[src/rtl/lif_frame_scheduler.sv]
// Time-multiplexed LIF controller: one shared update datapath walks all neurons
// in index order per frame and publishes the frame's spike vector at the end.
module lif_frame_scheduler #(
  parameter int unsigned N_NEURONS = 4,
  parameter int unsigned WIDTH     = 8,
  parameter int unsigned THRESHOLD = 200
) (
  input  logic                         clk,
  input  logic                         rst_n,
  input  logic                         ena,
  input  logic                         start,
  input  logic [N_NEURONS*WIDTH-1:0]   currents,
  input  logic [$clog2(N_NEURONS)-1:0] sel,
  output logic                         busy,
  output logic                         done,
  output logic [N_NEURONS-1:0]         spikes,
  output logic [WIDTH-1:0]             state_out
);

  localparam int unsigned      IDXW     = $clog2(N_NEURONS);
  localparam int unsigned      SUMW     = WIDTH + 1;
  localparam logic [IDXW-1:0]  LAST_IDX = IDXW'(N_NEURONS - 1);
  localparam logic [WIDTH-1:0] THRESH   = WIDTH'(THRESHOLD);

  typedef enum logic [1:0] {
    S_IDLE   = 2'd0,
    S_UPDATE = 2'd1,
    S_DONE   = 2'd2
  } state_t;

  state_t                       r_state;
  logic [IDXW-1:0]              r_idx;
  logic [N_NEURONS*WIDTH-1:0]   r_snap;
  logic [WIDTH-1:0]             r_mem [N_NEURONS];
  logic [N_NEURONS-1:0]         r_shadow;
  logic [N_NEURONS-1:0]         r_spikes;
  logic                         r_busy;
  logic                         r_done;

  logic [WIDTH-1:0]             w_cur [N_NEURONS];
  logic [WIDTH-1:0]             w_c;
  logic [WIDTH-1:0]             w_s;
  logic [SUMW-1:0]              w_sum;
  logic [WIDTH-1:0]             w_sat;
  logic                         w_fire;
  logic [WIDTH-1:0]             w_new;
  logic [N_NEURONS-1:0]         w_shadow_next;

  for (genvar k = 0; k < N_NEURONS; k++) begin : g_unpack
    assign w_cur[k] = r_snap[k*WIDTH +: WIDTH];
  end

  // Shared LIF datapath for the neuron currently addressed by r_idx.
  always_comb begin
    w_c                  = w_cur[r_idx];
    w_s                  = r_mem[r_idx];
    w_sum                = SUMW'(w_c) + SUMW'(w_s >> 1);
    w_sat                = w_sum[WIDTH] ? '1 : w_sum[WIDTH-1:0];
    w_fire               = (w_sat >= THRESH);
    w_new                = w_fire ? '0 : w_sat;
    w_shadow_next        = r_shadow;
    w_shadow_next[r_idx] = w_fire;
  end

  // Frame sequencer, register file and registered outputs; ena=0 holds everything.
  always_ff @(posedge clk or negedge rst_n) begin
    if (!rst_n) begin
      r_state  <= S_IDLE;
      r_idx    <= '0;
      r_snap   <= '0;
      r_shadow <= '0;
      r_spikes <= '0;
      r_busy   <= 1'b0;
      r_done   <= 1'b0;
      for (int k = 0; k < N_NEURONS; k++) begin
        r_mem[k] <= '0;
      end
    end else if (ena) begin
      case (r_state)
        S_IDLE: begin
          if (start) begin
            r_state  <= S_UPDATE;
            r_snap   <= currents;
            r_idx    <= '0;
            r_shadow <= '0;
            r_busy   <= 1'b1;
          end
        end
        S_UPDATE: begin
          r_mem[r_idx] <= w_new;
          r_shadow     <= w_shadow_next;
          r_idx        <= r_idx + IDXW'(1);
          if (r_idx == LAST_IDX) begin
            r_state  <= S_DONE;
            r_spikes <= w_shadow_next;
            r_done   <= 1'b1;
          end
        end
        S_DONE: begin
          r_state <= S_IDLE;
          r_busy  <= 1'b0;
          r_done  <= 1'b0;
        end
        default: begin
          r_state <= S_IDLE;
        end
      endcase
    end
  end

  assign busy      = r_busy;
  assign done      = r_done;
  assign spikes    = r_spikes;
  assign state_out = r_mem[sel];

endmodule
[config.mk]
export PLATFORM = sky130hd
export DESIGN_NAME = lif_frame_scheduler
export DESIGN_NICKNAME = d
export VERILOG_FILES = /design/src/rtl/lif_frame_scheduler.sv
export SDC_FILE = /design/constraint.sdc
export NUM_CORES = 1
export LEC_CHECK = 0
export CAP_MARGIN = 10
export CORE_ASPECT_RATIO = 1.4
export CORE_MARGIN = 2
export CORE_UTILIZATION = 25
export CTS_CLUSTER_DIAMETER = 50
export DETAILED_ROUTE_END_ITERATION = 8
export PLACE_DENSITY_LB_ADDON = 0.25
export SLEW_MARGIN = 25
export SYNTH_ARGS = -nofsm -noshare
export SYNTH_HDL_FRONTEND = slang
export SYNTH_SLANG_ARGS = --single-unit
[constraint.sdc]
create_clock -name clk -period 8.6 [get_ports clk]
set_input_delay 0.86 -clock clk [delete_from_list [all_inputs] [get_ports clk]]
set_output_delay 0.86 -clock clk [all_outputs]
set_load 0.01 [all_outputs]
-- Word level (Yosys, flattened, before mapping)
Cells that the tools add are included.
- input port bits: 38
- register bits after elaboration: 78
- word-level logic and storage cells: 67
- reductions and logical operators: 13
- add/subtract/negate cells: 2
- eq/ne operators: 5
- order comparisons: 6
- bitwise operators: 2
- multiplexer cells: 28
- operators with widths (operator ; count):
    8-bit two-way mux ; 9
    8-bit binary-select mux with 2-bit select ; 3
    32-bit bitwise mux ; 1
    3-bit AND reduction ; 6
    8-bit demux with 2-bit select ; 1
    8-bit by 7-bit adder with 9-bit output ; 1
    8-bit >= comparator, second input constant ; 1
    2-bit case mux with 2 select lines ; 2
    4-bit case mux with 2 select lines ; 1
    3-bit >= comparator, second input constant ; 2
    2-bit two-way mux ; 3
    2-bit inverter with 3-bit output ; 2
    2-bit nonzero test ; 3
    4-bit bitwise mux ; 1
    2-bit == test, second input constant ; 2
    4-bit two-way mux ; 1
    2-bit != test, second input constant ; 2
    1-bit case mux with 2 select lines ; 2
    2-bit by 3-bit less-than comparator with 1-bit output, second input constant ; 1
    3-bit by 1-bit less-than comparator with 1-bit output, second input constant ; 1
    1-bit two-way mux ; 3
    2-bit by 1-bit adder with 2-bit output, second input constant ; 1
    1-bit demux with 2-bit select ; 1
    2-bit by 1-bit == test with 1-bit output, second input constant ; 1
    4 further kinds ; 5

-- Depth between registers and ports, before layout
Gate-level depths: netlist (run 1).
- depth in word-level cells: 9
- gate-level depth with buffers: 12
- depth with buffers taken out: 9

-- Worst setup path after synthesis (run 1)
OpenSTA, ideal clock, no wires.
- path type: register to register
- from: register r_idx[0]
- to: register r_mem[19] (netlist bit)
- path buffers: 4
- slack: 4.969 ns
- arrival: 3.536 ns
- stages on the path, launching flop included: 13
- path through: dfrtp_1 buf_6 buf_1 mux4_2 ha_1 buf_2 or2_0 or3_1 a211oi_1 nor4_2 a22o_4 buf_6 o31ai_1
- longest elaborated chain between the ends: 9
- ends and longest elaborated chain (what ; line ; source):
    start, declared ; 32 ; logic [IDXW-1:0] r_idx;
    start signal, assigned ; 92 ; r_idx <= r_idx + IDXW'(1);
    2-bit inverter with 3-bit output (not written as such) (*) ; 55, 56, 90 ;
    8-bit binary-select mux with 2-bit select (on tied branches) ; 55, 56 ;
    8-bit two-way mux (on tied branches) (2 in series) ; 55, 56 ;
    8-bit by 7-bit adder with 9-bit output ; 57 ; w_sum = SUMW'(w_c) + SUMW'(w_s >> 1);
    8-bit two-way mux ; 58 ; w_sat = w_sum[WIDTH] ? '1 : w_sum[WIDTH-1:0];
    8-bit >= comparator ; 59 ; w_fire = (w_sat >= THRESH);
    8-bit two-way mux ; 60 ; w_new = w_fire ? '0 : w_sat;
    32-bit bitwise mux (*) ; 90 ; r_mem[r_idx] <= w_new;
    end signal, assigned by index ; 90 ;
    end, declared ; 34 ; logic [WIDTH-1:0] r_mem [N_NEURONS];
Every way passes the cells marked *; elsewhere a longest branch is shown, timed or not. The select of a mux whose other input is x is not followed.
A chain may end at the register's enable or synchronous reset.

-- Worst setup path after layout (run 1)
- from: register r_idx[1]
- to: register r_shadow[2]
- longest elaborated chain between the ends: 9
- ends and longest elaborated chain (what ; line ; source):
    2-bit inverter with 3-bit output (not written as such) ; 55, 56 ;
    8-bit binary-select mux with 2-bit select (on tied branches) ; 55, 56 ;
    8-bit two-way mux (on tied branches) (2 in series) ; 55, 56 ;
    8-bit by 7-bit adder with 9-bit output ; 57 ;
    8-bit two-way mux ; 58 ;
    8-bit >= comparator ; 59 ;
    4-bit bitwise mux (*) ; 62 ; w_shadow_next[r_idx] = w_fire;
    4-bit case mux with 2 select lines (*) ; 79 ; case (r_state)
    end signal, assigned ; 91 ; r_shadow <= w_shadow_next;
    end, declared ; 35 ; logic [N_NEURONS-1:0] r_shadow;
Marked as above.

==> flow_metrics.tcl, run 1 <==
set metrics [dict create \
    run_status "completed" \
    ys_async_sr_fraction_pct 100.0 \
    dieWidth_um 112.7 \
    cts_buffer_depth 2 \
    sequential_cell_area_um2 1927 \
    synthTopCellsByCount "nand2_1, dfrtp_1, o21ai_0, mux4_2, clkbuf_1" \
    critical_path.max_fanout 19 \
    cts_tree "built" \
    achievable-frequency_mhz 251.0 \
    final_min_period_over_clock_period_pct 46.33 \
    setup_total_negative_slack_ns 0 \
    area_growth_pct 23.19 \
    postCtsSetupRepairBufs 0 \
    cpPeakStageDelay_ns 0.95 \
    timing.hold.worst_path_depth 2 \
    ctsRootBufferMaster "clkbuf_16" \
    synth_warnings 0 \
    placedCellCount 654 \
    routed_via_density 4.904 \
    nNetsFinal 516 \
    core_area_um2 16170 \
    crit_path_top_delay_cell "dfrtp_1" \
    startpoint_type "flop" \
    final_antenna_net_count 0 \
    holdPathEnd "r_snap[22]" \
    synthDominantAreaCellType "dfrtp_1" \
    cap_violations 0 \
    leakagePower_nw 2.244 \
    die_area_um2 17590 \
    via_count 3286 \
    drt-wirelength-per-cell_um 15.82 \
    via_count_of_the_first_global_routing_pass 3257 \
    synth_cells 432 \
    first_iter_violations 175 \
    clkSinkCount 77 \
    synth.cell_area_um2 4133 \
    hp-class "flop to flop" \
    timing.hold.worst.start "r_snap[22]" \
    yosysMostFrequentCell "nand2_1" \
    synth_top_area_share_pct 46.62 \
    htree_levels 3 \
    final_worst_path_period_need_ns 3.984 \
    critical_path.reg2reg.startpoint "r_idx[1]" \
    cp_data_required_time_ns 8.79 \
    synth_ff_type "dfrtp_1" \
    grt-ovfl-total 0 \
    antenna_found_initial 0 \
    wl_um 10600 \
    i_o_pin_cnt 52 \
    worst-r2r-cell-count 9 \
    drive_above_1_share_pct 9.554 \
    wire_length_of_the_first_global_routing_pass_um 17080 \
    clock-skew-final_ns 0.007017 \
    fillers 1693 \
    placement.cell_area_um2 4773 \
    start_util_pct 25.56 \
    synth.distinct_cells 48 \
    cts-resized-gates 0 \
    syn-num-nets 482 \
    synth-edff-count 0 \
    final_cell_count_no_fill 670 \
    hold_fails_final_rpt 0 \
    reg2reg_to "r_shadow[2]" \
    unrepaired_setup_endpoints_after_global_routing "no" \
    critical_path.endpoint_type "flop" \
    cts_hold_buf 0 \
    detailedPlacementHpwl_um 7575 \
    multi_input_area_um2 2061 \
    clk-insertion-delay-late_ns 0.34 \
    final_weighted_congestion_in_routability_driven_placement 0.8264 \
    setup_slack_of_the_most_critical_reg_to_reg_path_ns 4.62 \
    critical_path_most_common_cell "o21ai_0" \
    antenna-diode-count 0 \
    critical_path_class "flop to flop" \
    worstMarginPinSlew_ns 0.9252 \
    report.power.total_mw 2.236 \
    finalSetupViolCount 0 \
    vdd_drop_max_v 0.0001458 \
    finished_layout_cell_area_um2 5091 \
    synthesis.area_per_instance_um2 9.566 \
    clk_pin_slew_worst_paths_ns 0.06 \
    number_of_port_buffers 51 \
    seq_area_frac_synth_pct 46.62 \
    slew_headroom_pct 38.32 \
    dieHeight_um 156.1 \
    timing_max_transition_violations_final 0 \
    drt_first_pass_iters 4 \
    grt_max_degree 78 \
    std_cell_rows 55 \
    detailed_route_drc_error_count 0 \
    power_per_cell_area_nw_per_um2 439.2 \
    cts_buffers 9 \
    critPathArrivalTime_ns 4.18 \
    gr-usage-all-layers_pct 12.47 \
    synth-seq-cells 77 \
    yosys-top-cells-area "dfrtp_1, nand2_1, mux4_2" \
    critical_path.cell_chain "mux4_2 -> ha_1 -> fa_1 -> a21o_1 -> a21oi_1 -> o21ai_0 -> nand2_1 -> a21boi_0 -> o21ai_0" \
]
logic make-up (layout without fill, tap and decap cells):
group / after synthesis / in the layout / share of synthesized area, %
AO/OA/AOI/OAI: 80 / 80 / 12.26
XOR/XNOR: 5 / 5 / 1.060
adder cells (fa/ha/maj): 12 / 12 / 3.815
buffers and inverters: 34 / 73 / 3.542
flip-flops: 77 / 77 / 46.62
multiplexers: 23 / 23 / 12.53
AND/OR/NAND/NOR: 201 / 201 / 20.16
registers in the layout, summed over array words and instances, names as in the netlist:
register  cells
r_snap       32
busy          1
r_mem        32
r_state       2
r_shadow      3
done          1
spikes        4
r_idx         2
metal layers:
metal | vias to the layer above | part of all wire (%) | track usage [%]
met2 | 95 | 50 | 20.99
met3 | 9 | 4.8 | 2.953
li1 | 1573 | - | -
met4 | 0 | 1.4 | 4.588
met1 | 1609 | 44 | 15.54
met5 | - | 0 | 0
worst max-delay path, delay by kind of cell, from the launching register on:
family,cells,cell delay [ns]
AOI/OAI and AO/OA,5,1.42
DFF,1,0.95
and+or+nand+nor,1,0.31
adders and majority gates,2,0.71
muxes,1,0.44
power by group:
part	internal [mW]	leakage [nW]	switching (mW)	total (mW)
Clock	0.248	0.152	0.147	0.395
Combinational	0.491	1.12	0.716	1.21
Sequential	0.518	0.973	0.116	0.633
cells in the final DEF, fill, tap and decap left out, types with 2 or more instances in the layout:
cell type and count:
nor3_1 2, buf_4 2, o21a_1 2, a211oi_1 2, nand4_1 2, a21oi_1 8, a41oi_1 3, nand2_1 168
and2_0 2, o21ai_0 38, xor2_1 3, clkbuf_8 3, clkdlybuf4s50_1 50, and3_1 5, o31ai_1 8, dfrtp_1 77
nand3_1 5, clkbuf_16 9, mux4_2 23, ha_1 11, a21o_1 4, inv_1 4, xnor2_1 2, nor2_1 3
or3_1 4, a31oi_1 4
layout make-up:
class,instances,share of cell area (%)
Multi-Input combinational cell,321,40.48
Clock buffer,13,5.308
Inverter,4,0.2949
Tap cell,199,4.891
Sequential cell,77,37.85
Timing Repair Buffer,53,10.35
Clock inverter,3,0.8356
stage by stage:
step / hold WS (ns) / util, % / setup WS, ns
floorplan: 0.4403 / - / 4.969
global placement: 0.4545 / 29.52 / 4.678
detailed placement: 0.4604 / 29.52 / 4.625
CTS: 0.4743 / 31.45 / 4.596
global route: 0.4934 / 31.48 / 4.396
finish: 0.4697 / 31.48 / 4.616
worst max path at each step:
stage,slack (ns),end,cells past startpoint,startpoint
2_1_floorplan,4.97,r_mem[19],12,r_idx[0]
3_3_place_gp,4.68,r_shadow[2],9,r_idx[1]
3_5_place_dp,4.62,r_shadow[1],9,r_idx[1]
4_1_cts,4.60,r_shadow[2],9,r_idx[1]
5_1_grt,4.40,r_shadow[2],9,r_idx[1]
6_report,4.62,r_shadow[2],9,r_idx[1]
Power figures use the tool's default switching activity.
==> run 2, diff against run 1 <==
- clock period: 8.6 -> 3.3 ns (I/O delays scaled with it)
==> flow_metrics.tcl, run 2 (same netlist as run 1, synthesis figures left out) <==
set metrics [dict create \
    wl_um 11480 \
    cap_violations 0 \
    drt_first_pass_iters 4 \
    timing_max_transition_violations_final 0 \
    critical_path.endpoint_type "flop" \
    placedCellCount 683 \
    post-route-worst-setup-slack_ns 0.1087 \
    hold_fails_final_rpt 0 \
    first_iter_violations 152 \
    worstMarginPinSlew_ns 0.6987 \
    postLayoutCoreUtil_pct 34.52 \
    drt-wirelength-per-cell_um 16.25 \
    core_area_um2 16170 \
    via_count_of_the_first_global_routing_pass 3445 \
    drive_above_1_share_pct 19.53 \
    clk_pin_slew_worst_paths_ns 0.06 \
    worst-r2r-cell-count 10 \
    hp-class "primary input to async pin" \
    cts_buffer_depth 2 \
    detailed_route_drc_error_count 0 \
    gr-usage-all-layers_pct 13.23 \
    path_buf_inv 2 \
    nNetsFinal 552 \
    critical_path.reg2reg.startpoint "r_idx[0]" \
    cts_tree "built" \
    final_common_cell "nand2_1" \
    clock-skew-final_ns 0.008257 \
    std_cell_rows 55 \
    critical_path.cell_chain "buf_6 -> buf_12 -> mux4_2 -> ha_2 -> a21o_1 -> nand2_1 -> o21a_1 -> o22a_1 -> a22o_4 -> o31ai_2" \
    reg2reg_to "r_mem[3]" \
    i_o_pin_cnt 52 \
    cts_hold_buf 0 \
    final_min_period_over_clock_period_pct 96.71 \
    pre_cts_ws_ns -0.06964 \
    run_status "completed" \
    via_count 3426 \
    detailedPlacementHpwl_um 8145 \
    unrepaired_setup_endpoints_after_global_routing "yes" \
    critical_path.max_fanout 6 \
    antenna_found_initial 0 \
    die_area_um2 17590 \
    slew_headroom_pct 53.42 \
    grt-ovfl-total 0 \
    startpoint_type "flop" \
    grt_max_degree 78 \
    final_cell_count_no_fill 706 \
    cts_buffers 9 \
    most-common-layout-cells "nand2_1, dfrtp_1, clkdlybuf4s50_1" \
    cpPeakStageDelay_ns 0.55 \
    clk-insertion-delay-late_ns 0.34 \
    dieHeight_um 156.1 \
    placement.cell_area_um2 5016 \
    leakagePower_nw 2.480 \
    ctsRootBufferMaster "clkbuf_16" \
    power_per_cell_area_nw_per_um2 1293 \
    start_util_pct 25.56 \
    area_growth_pct 35.09 \
    setup_total_negative_slack_ns 0 \
    finished_layout_cell_area_um2 5583 \
    top_family_by_delay_on_critical_path "compound AO/OA/AOI/OAI gates" \
    critical_path_class "flop to flop" \
    crit_path_top_delay_cell "mux4_2" \
    final_weighted_congestion_in_routability_driven_placement 0.8907 \
    htree_levels 3 \
    critPathArrivalTime_ns 3.43 \
    clkSinkCount 77 \
    setup_slack_of_the_most_critical_reg_to_reg_path_ns 0.11 \
    final_antenna_net_count 0 \
    final_worst_path_period_need_ns 3.191 \
    achievable-frequency_mhz 313.4 \
    vdd_drop_max_v 0.0004900 \
    dieWidth_um 112.7 \
    finalSetupViolCount 0 \
    cp_data_required_time_ns 3.54 \
    wire_length_of_the_first_global_routing_pass_um 18220 \
    routed_via_density 4.853 \
    antenna-diode-count 0 \
    number_of_port_buffers 51 \
]
[run 2: area by class of cell]
cell class              instances  area, um^2
fillers                      1627       10590
multi-input cells             323        2217
flip-flops and latches         77        1927
repair buffers                 87       814.5
clock buffers                  13       270.3
well taps                     199       249.0
clock inverters                 3       90.09
inverters                       4       15.01
[run 2: report_power, final]
part           internal [mW]  switching (mW)
sequential              1.35           0.260
combinational           2.04            2.39
clock                  0.801           0.379
[run 2: worst max path at each step]
stage | from | end | slack [ns] | depth (start not counted)
after floorplan | r_idx[0] | r_mem[19] | 0.004 | 12
after global placement | r_idx[0] | r_mem[19] | -0.02 | 11
after detailed placement | r_idx[0] | r_shadow[2] | -0.07 | 12
after CTS | r_idx[0] | r_mem[3] | 0.009 | 11
after global routing | r_idx[0] | r_mem[31] | -0.04 | 12
final | r_idx[0] | r_mem[3] | 0.11 | 10
[run 2: what timing repair did]
| item | 4_1_cts | 5_1_grt |
|---|---|---|
| cloned | 1 | 1 |
| endpoints found under the setup margin | 17 | 39 |
| buffers inserted | 2 | 4 |
| pin swaps | 1 | 7 |
| gates resized for setup | 4 | 32 |
[run 2: routing by layer]
metal	track usage [%]	wire (um)	vias up
met4	5.575	229	0
met3	2.681	457	17
met2	22.67	5905	83
met1	16.13	4884	1685
met5	0	0	-
li1	-	-	1641
[run 2: per-stage QoR]
stage	hold slack (ns)	power, mW
final	0.02243	7.221
after global routing	0.09424	7.726
after CTS	0.2059	6.711
after detailed placement	0.4623	5.390
after global placement	0.4562	5.315
after floorplan	0.03441	3.938
